--- src/rtl/vending_pkg.sv ---
// vending_pkg: shared state encoding and coin constants for the vending controller
package vending_pkg;
  typedef enum logic [1:0] {IDLE, COLLECT, DISPENSE, REFUND} state_t;
  localparam int CASH_W = 7;
  localparam logic [7:0] COIN_1_VAL = 8'd1;
  localparam logic [7:0] COIN_5_VAL = 8'd5;
  localparam logic [7:0] COIN_10_VAL = 8'd10;
endpackage

--- src/rtl/vending_controller_tick_timer.sv ---
// tick_timer: restartable counter that pulses done when it reaches last, then wraps to 0
module tick_timer #(
  parameter int W = 8
) (
  input  logic         clk,
  input  logic         rst,
  input  logic         clear,
  input  logic         en,
  input  logic [W-1:0] last,
  output logic         done
);
  logic [W-1:0] cnt;
  assign done = en && cnt == last;
  always_ff @(posedge clk or posedge rst)
    if (rst) cnt <= '0;
    else if (clear || done) cnt <= '0;
    else if (en) cnt <= cnt + 1'b1;
endmodule

--- src/rtl/vending_controller.sv ---
// vending_controller: credit tracking, dispense sequencing and coin-by-coin change return
module vending_controller
  import vending_pkg::*;
#(
  parameter int PRICE = 25,
  parameter int MAX_CASH = 99,
  parameter int DISPENSE_CYCLES = 50000000,
  parameter int REFUND_STEP_CYCLES = 5000000
) (
  input  logic              clk,
  input  logic              rst,
  input  logic              coin_1,
  input  logic              coin_5,
  input  logic              coin_10,
  input  logic              select,
  input  logic              cancel,
  output logic [CASH_W-1:0] cash,
  output logic              refund,
  output logic              dispense,
  output logic              change_pulse,
  output logic              coin_reject,
  output logic              insufficient,
  output logic              busy
);
  localparam int TMAX = DISPENSE_CYCLES > REFUND_STEP_CYCLES ? DISPENSE_CYCLES : REFUND_STEP_CYCLES;
  localparam int TW = TMAX > 1 ? $clog2(TMAX) : 1;
  localparam logic [7:0] PRICE8 = 8'(PRICE);
  localparam logic [7:0] MAX8 = 8'(MAX_CASH);
  state_t state, ns;
  logic [CASH_W-1:0] ncash;
  logic [7:0] sum, total;
  logic any_coin, chg, rej, ins, done, active;
  logic [TW-1:0] last;
  assign sum = (coin_1 ? COIN_1_VAL : 8'd0) + (coin_5 ? COIN_5_VAL : 8'd0) + (coin_10 ? COIN_10_VAL : 8'd0);
  assign total = {1'b0, cash} + sum;
  assign any_coin = coin_1 | coin_5 | coin_10;
  assign active = state == DISPENSE || state == REFUND;
  assign last = state == DISPENSE ? TW'(DISPENSE_CYCLES - 1) : TW'(REFUND_STEP_CYCLES - 1);
  always_comb begin
    ns = state;
    ncash = cash;
    chg = 1'b0;
    rej = 1'b0;
    ins = 1'b0;
    case (state)
      IDLE, COLLECT: begin
        if (cancel && cash != '0) begin
          ns = REFUND;
          rej = any_coin;
        end else if (select && {1'b0, cash} >= PRICE8) begin
          ns = DISPENSE;
          ncash = CASH_W'({1'b0, cash} - PRICE8);
          rej = any_coin;
        end else begin
          ins = select;
          rej = any_coin && total > MAX8;
          ncash = total > MAX8 ? cash : CASH_W'(total);
          ns = ncash == '0 ? IDLE : COLLECT;
        end
      end
      DISPENSE: begin
        rej = any_coin;
        ns = done ? (cash != '0 ? REFUND : IDLE) : DISPENSE;
      end
      default: begin
        rej = any_coin;
        chg = cash != '0 && done;
        ncash = chg ? cash - 1'b1 : cash;
        ns = cash == '0 ? IDLE : REFUND;
      end
    endcase
  end
  // timer restarts on every state entry and after each returned unit
  tick_timer #(.W(TW)) u_timer (
    .clk(clk), .rst(rst), .clear(ns != state || chg), .en(active), .last(last), .done(done)
  );
  always_ff @(posedge clk or posedge rst)
    if (rst) begin
      state <= IDLE;
      cash <= '0;
      refund <= 1'b0;
      dispense <= 1'b0;
      change_pulse <= 1'b0;
      coin_reject <= 1'b0;
      insufficient <= 1'b0;
      busy <= 1'b0;
    end else begin
      state <= ns;
      cash <= ncash;
      refund <= ns == REFUND && ncash != '0;
      dispense <= ns == DISPENSE;
      change_pulse <= chg;
      coin_reject <= rej;
      insufficient <= ins;
      busy <= ns == DISPENSE || ns == REFUND;
    end
endmodule

--- config.mk ---
export PLATFORM = sky130hd
export DESIGN_NAME = vending_controller
export DESIGN_NICKNAME = d
export VERILOG_FILES = /design/src/rtl/vending_pkg.sv /design/src/rtl/vending_controller_tick_timer.sv /design/src/rtl/vending_controller.sv
export SDC_FILE = /design/constraint.sdc
export NUM_CORES = 1
export LEC_CHECK = 0
export ABC_CLOCK_PERIOD_IN_PS = 4400
export CAP_MARGIN = 20
export CORE_MARGIN = 3
export CORE_UTILIZATION = 47
export CTS_CLUSTER_SIZE = 24
export DETAILED_ROUTE_END_ITERATION = 16
export GPL_ROUTABILITY_DRIVEN = 1
export MAX_ROUTING_LAYER = met4
export PLACE_DENSITY = 0.77
export SYNTH_ARGS = -nofsm -noshare
export SYNTH_HDL_FRONTEND = slang
export SYNTH_SLANG_ARGS = --single-unit
--- constraint.sdc ---
create_clock -name clk -period 4.4 [get_ports clk]
set_clock_uncertainty 0.15 [all_clocks]
set_input_delay 0.44 -clock clk [delete_from_list [all_inputs] [get_ports clk]]
set_output_delay 0.44 -clock clk [all_outputs]
set_load 0.03 [all_outputs]
# After elaboration in Yosys (flattened, before gate mapping)
# Index checks and enable logic that the tools add are counted.
# totals
elab_cells	69
in_bits	7
ff_bits	41
out_inout_bits	13
# op_classes
magnitude_cmp	2
muxes	25
n_bitwise	2
n_reduce_logical	18
addsub	6
eq_ne	7
# op_table
op	count
$mux 26	3
$mux 7	4
$add 26x1->26 const B	1
$eq 26x26->1	1
$logic_not 7->1	2
$pmux 7 s2	1
$reduce_bool 7->1	2
$mux 2	5
$mux 1	9
$add 7x5->8	1
$eq 2x2->1 const B	4
$gt 8x7->1 const B	1
$ge 7x5->1 const B	1
$sub 7x1->7 const B	1
$sub 7x5->7 const B	1
$logic_and 1x1->1	6
$add 4x4->5	1
$add 1x3->4	1
$logic_or 1x1->1	4
$mux 4	1
$pmux 2 s2	1
$mux 3	1
$reduce_or 3->1	1
$eq 2x1->1 const B	1
other kinds (5)	6

# Depth between registers and ports, before layout
# depth
depth_word	15
ltp_mapped	13
mapped_depth_nobuf	11

# Hierarchy
# From an unflattened synthesis, not the netlist that was laid out.
# unflattened
hier_cells	405
hier_area_um2	3394.5
# by_module_without_submodules
mod	cells_per_inst	instances	seq_area_each_um2	area_each_um2
vending_controller	236	1	350.3	1781.7
tick_timer	169	1	650.6	1612.8

# Worst setup path before layout
# OpenSTA, ideal clock, no wires.
# synth_timing
kind	reg2reg
startpoint	reg cash[0]
endpoint	reg u_timer.cnt[1]
required_time_ns	4.177
synth_period_minus_slack_ns	3.962
path_stages_with_launch	14
setup_ns	0.073
slack_ns	0.438
arrival_ns	3.739
path_buffers	2
path_cell_list	dfrtp_1 fa_1 inv_1 fa_1 nand3b_1 o22ai_1 a21oi_4 a211oi_2 mux2_1 o311a_1 or4_1 buf_2 buf_6 a21oi_2
# synth_between
elab_chain_len	12
elab_cells_between_ends	23
cone_classes	add/sub: 1; order compare: 2; eq/ne: 1; mux: 10; reduce/logical: 9
# synth_rtl
item	line	source
start, declared	vending_controller.sv:17	output logic [CASH_W-1:0] cash,
start signal, assigned	vending_controller.sv:89	cash <= ncash;
$add 7x5->8	vending_controller.sv:35	assign total = {1'b0, cash} + sum;
$gt 8x7->1	vending_controller.sv:57	ncash = total > MAX8 ? cash : CASH_W'(total);
$mux 7	vending_controller.sv:57	
$logic_not 7->1	vending_controller.sv:58	ns = ncash == '0 ? IDLE : COLLECT;
$mux 1	vending_controller.sv:58	
$mux 2	vending_controller.sv:50	end else if (select && {1'b0, cash} >= PRICE8) begin
$mux 2	vending_controller.sv:47	if (cancel && cash != '0) begin
$pmux 2 s2	vending_controller.sv:45	case (state)
$ne 2x2->1	vending_controller.sv:75	.clk(clk), .rst(rst), .clear(ns != state || chg), .en(active), .last(last), .done(done)
$logic_or 1x1->1 (*)	vending_controller.sv:75	
$logic_or 1x1->1 (*)	vending_controller_tick_timer.sv:16	else if (clear || done) cnt <= '0;
$mux 26 / $reduce_bool 2->1 (equally long branches)	--	
end signal, assigned	vending_controller_tick_timer.sv:17	else if (en) cnt <= cnt + 1'b1;
end, declared	vending_controller_tick_timer.sv:12	logic [W-1:0] cnt;
# Mark *: on every way between the ends. The rest lies on a longest branch, timed or not.
# A chain may end at the register's enable or synchronous reset.

# Worst setup path in the final report
# layout_timing
startpoint	in coin_5
endpoint	reg u_timer.cnt[14]
# layout_between
elab_chain_len	15
elab_cells_between_ends	16
cone_classes	add/sub: 3; order compare: 1; eq/ne: 1; mux: 7; reduce/logical: 4
# layout_rtl
item	line	source
start, declared	vending_controller.sv:13	input logic coin_5,
$mux 3 (*)	vending_controller.sv:34	assign sum = (coin_1 ? COIN_1_VAL : 8'd0) + (coin_5 ? COIN_5_VAL : 8'd0) + (coin_10 ? COIN_10_VAL : 8'd0);
$add 1x3->4 (*)	vending_controller.sv:34	
$add 4x4->5 (*)	vending_controller.sv:34	
$add 7x5->8 (*)	vending_controller.sv:35	
$gt 8x7->1	vending_controller.sv:57	
$mux 7 (*)	vending_controller.sv:57	
$logic_not 7->1 (*)	vending_controller.sv:58	
$mux 1 (*)	vending_controller.sv:58	
$mux 2 (*)	vending_controller.sv:50	
$mux 2 (*)	vending_controller.sv:47	
$pmux 2 s2 (*)	vending_controller.sv:45	
$ne 2x2->1 (*)	vending_controller.sv:75	
$logic_or 1x1->1 (*)	vending_controller.sv:75	
$logic_or 1x1->1 (*)	vending_controller_tick_timer.sv:16	
$mux 26 / $reduce_bool 2->1 (equally long branches)	--	
# Marks and branches as above.

==> flow_summary.ini <==
[run_status]
run_status = finished, final reports clean

[job]
max-cap-violations = 0

[clock_tree]
cts_hold_buf = 0
post_cts_resized = 0
root_buffer = sky130_fd_sc_hd__clkbuf_8
cts-htree-levels = 2
cts_clk_pin_slew_worst_paths_ns = 0.08
ctsLongestPathBuffers = 2
clock_sink_count = 41
tritoncts = done
cts_made_buffers = 5
post-cts-setup-buffer-count = 0
worstSkewPairLatency_ns = 0.30

[timing]
final_critical_path_setup_slack_ns = 0.331
timing.setup.tns_ns = 0
final-hold-violation-count = 0
final.period_utilization_pct = 92.5
layout_min_cycle_time_ns = 4.07
max_slew_margin_vs_limit_pct = 52.5
tightestPinTransition_ns = 0.711
grt_setup_unrepaired = false
report.final.slew_viol_count = 0
fin_hold_ws_ns = 0.418
timing.final.setup_violations = 0
fmaxAchievable_ghz = 0.246

[pwr]
seqPwrFrac_pct = 25.5
peakVddDrop_uv = 321
internal_power_uw = 1080
share_clk_of_total_power_pct = 15.1
power_density_mw_per_mm2 = 592
power_switching_uw = 996
power_frac_comb_pct = 59.3
leakagePower_uw = 0.00139
switching_share_pct = 47.9

[logic_synthesis]
yosysWarningCount = 0
synthDominantCellAreaShare_pct = 32.7
synthesized_netlist_net_count = 373
synthesized_flop_and_latch_total = 41
synth-async-reset-ratio_pct = 100
syn-mean-instance-area_um2 = 8.79
post_synthesis_cell_type_count = 66
synth_edf_count = 0
synth_area_mm2 = 0.00314
synth.area.top_cells = sky130_fd_sc_hd__dfrtp_1 33%, sky130_fd_sc_hd__a21oi_2 5.9%, sky130_fd_sc_hd__xor2_1 5.0%
yosys.area.top_type = sky130_fd_sc_hd__dfrtp_1
synthFlopType = sky130_fd_sc_hd__dfrtp_1
postSynthCellCount = 357
yosysSeqAreaShare_pct = 32.7

[placed_design]
dp_slack_ns = -0.0519
half_perimeter_wire_length_after_detailed_placement_um = 5310
port_buffers = 19
place.gp.congestion = 0.910
placed_cell_count = 440

[worst_setup_path]
cpLargestDelayFamily = compound AO/OA/AOI/OAI gates
required_arrival_time_at_the_worst_endpoint_ns = 4.47
critical_path_peak_fanout = 25
critical-path-max-stage-delay_ns = 0.54
timing.critical_path.from_type = input port
end_kind = flip-flop
critical_path_arrival_ns = 4.14
slowest_cell_on_crit_path = sky130_fd_sc_hd__clkdlybuf4s50_1
regToRegEndpoint = u_timer.cnt[14]
critical_path_buffer_and_inverter_count = 3
dominant_cell_type_by_count_on_the_critical_path = sky130_fd_sc_hd__a21oi_1
worst_r2r_startpoint = cash[0]
ff2ff_path_depth = 12
setup.reg_to_reg.worst_slack_ns = 0.46
crit_chain = clkdlybuf4s50_1 > fa_1 > inv_1 > fa_2 > nor2b_1 > a21o_4 > a21oi_4 > a21oi_1 > a32o_1 > o311a_1 > or4_1 > buf_4 > a21oi_1
path_class = input port to flip-flop

[detailed_routing]
routed_wire_length_per_instance_um = 16.3
drtPass1Iterations = 5
routed-via-count = 2756
first_iter_violations = 159
detailed_route_vias_per_instance = 6.15
route.antenna.remaining_nets = 0
detail_route.drc_violations = 0
wl_um = 7300

[grt]
vias_in_the_first_global_route = 2670
grt-ovfl-total = 0
antenna_found_initial = 0
gr-usage-all-layers_pct = 21.6
grt_max_degree = 42
global_route_wire_length_before_repair_um = 12900

[floorplanning]
io-pin-count = 20
die-area_mm2 = 0.00769
vert_die_dim_um = 87.7
chipWidth_um = 87.7
rows = 29
initial_core_utilization_pct = 48.8
core_area_mm2 = 0.00642

[finish]
final_net_count = 386
syn2layout_area_growth_pct = 12.0
ratio_of_cells_with_drive_above_1_in_the_final_layout_pct = 14.0
postLayoutCoreUtil_pct = 54.7
final-instance-count-excl-fill = 448
n_antenna_cell = 0

[min_path]
min-delay-path-class = input port to async pin
-- routing by layer --
metal / up-vias / global-route usage (%) / part of all wire, %
met1: 1338 / 29.2 / 46
met4: 0 / 8.65 / 2.1
met3: 15 / 3.10 / 5.0
li1: 1323 / - / -
met2: 80 / 32.4 / 47
met5: - / - / 0
-- power by group through the flow --
stage / Combinational, uW / Clock [uW] / Sequential, uW
final: 1230 / 315 / 531
after global routing: 1340 / 339 / 544
after CTS: 1210 / 323 / 528
after detailed placement: 1200 / 0 / 535
after global placement: 1180 / 0 / 535
after floorplan: 861 / 0 / 580
-- metrics by stage --
step / instance area [um^2] / power (uW)
after floorplan: 3140 / 1440
after global routing: 3510 / 2220
after detailed placement: 3380 / 1740
after CTS: 3500 / 2060
final: 3510 / 2080
after global placement: 3380 / 1710
-- worst min-delay path, cell delays in order --
cell and delay [ns]:
sky130_fd_sc_hd__clkdlybuf4s50_1 0.40, sky130_fd_sc_hd__clkinv_1 0.04, sky130_fd_sc_hd__buf_4 0.43
-- synth_stat cells, types with 8 or more instances --
cell type                 count
sky130_fd_sc_hd__inv_1       19
sky130_fd_sc_hd__xnor2_1     15
sky130_fd_sc_hd__buf_2        9
sky130_fd_sc_hd__a21oi_2     21
sky130_fd_sc_hd__xor2_1      18
sky130_fd_sc_hd__a21oi_1     15
sky130_fd_sc_hd__and3_1       8
sky130_fd_sc_hd__o21ai_0     12
sky130_fd_sc_hd__dfrtp_1     41
sky130_fd_sc_hd__nand4_1      9
sky130_fd_sc_hd__nand3_1     16
sky130_fd_sc_hd__nor2_1      31
sky130_fd_sc_hd__nand2_1     29
-- sequential cells by signal, summed over array words and instances (netlist names) --
name	count
dispense	1
u_timer.cnt	26
busy	1
state	2
change_pulse	1
cash	7
coin_reject	1
insufficient	1
refund	1
-- cell usage in the layout, fill, tap and decap left out, types with 3 or more instances in the layout --
cell                              instances
sky130_fd_sc_hd__nor2_1                  31
sky130_fd_sc_hd__nand2_1                 29
sky130_fd_sc_hd__ha_1                     7
sky130_fd_sc_hd__nor3_1                   7
sky130_fd_sc_hd__o21ai_0                 12
sky130_fd_sc_hd__a31oi_1                  4
sky130_fd_sc_hd__xor2_1                  18
sky130_fd_sc_hd__buf_4                    6
sky130_fd_sc_hd__a211oi_1                 3
sky130_fd_sc_hd__nor4_1                   5
sky130_fd_sc_hd__and3_1                   8
sky130_fd_sc_hd__nand3_1                 16
sky130_fd_sc_hd__nand4_1                  9
sky130_fd_sc_hd__and2_1                   4
sky130_fd_sc_hd__a221oi_1                 4
sky130_fd_sc_hd__a21oi_1                 15
sky130_fd_sc_hd__mux2i_1                  3
sky130_fd_sc_hd__xnor2_1                 14
sky130_fd_sc_hd__inv_1                   18
sky130_fd_sc_hd__or4_1                    3
sky130_fd_sc_hd__a21oi_2                 21
sky130_fd_sc_hd__dfrtp_1                 41
sky130_fd_sc_hd__clkdlybuf4s50_1         19
sky130_fd_sc_hd__or3_1                    4
sky130_fd_sc_hd__clkbuf_8                 6
-- worst max-delay path by stage --
stage	slack, ns	cells past startpoint	from	endpoint
5_1_grt	0.09	13	coin_5	u_timer.cnt[14]
4_1_cts	0.25	13	coin_5	u_timer.cnt[14]
3_3_place_gp	0.06	12	coin_5	refund
6_report	0.33	13	coin_5	u_timer.cnt[14]
2_1_floorplan	0.44	13	cash[0]	u_timer.cnt[1]
3_5_place_dp	-0.05	13	coin_5	u_timer.cnt[14]
-- layout make-up --
| cell class | count | area [um^2] |
|---|---|---|
| multi-input cells | 277 | 1950 |
| clock buffers | 7 | 86.3 |
| flip-flops and latches | 41 | 1030 |
| well taps | 77 | 96.3 |
| inverters | 19 | 71.3 |
| clock inverters | 1 | 30.0 |
| fillers | 576 | 2910 |
| repair buffers | 26 | 255 |
-- cells by family after synthesis --
group | count (synthesis) | share of synthesized area, %
adder cells (fa/ha/maj) | 9 | 4.07
flip-flops | 41 | 32.7
multiplexers | 6 | 2.03
XOR/XNOR | 33 | 9.21
AND/OR/NAND/NOR | 132 | 22.1
AO/OA/AOI/OAI | 97 | 24.2
buffers and inverters | 39 | 5.74
Note: power is estimated with default switching activity, not from simulation.
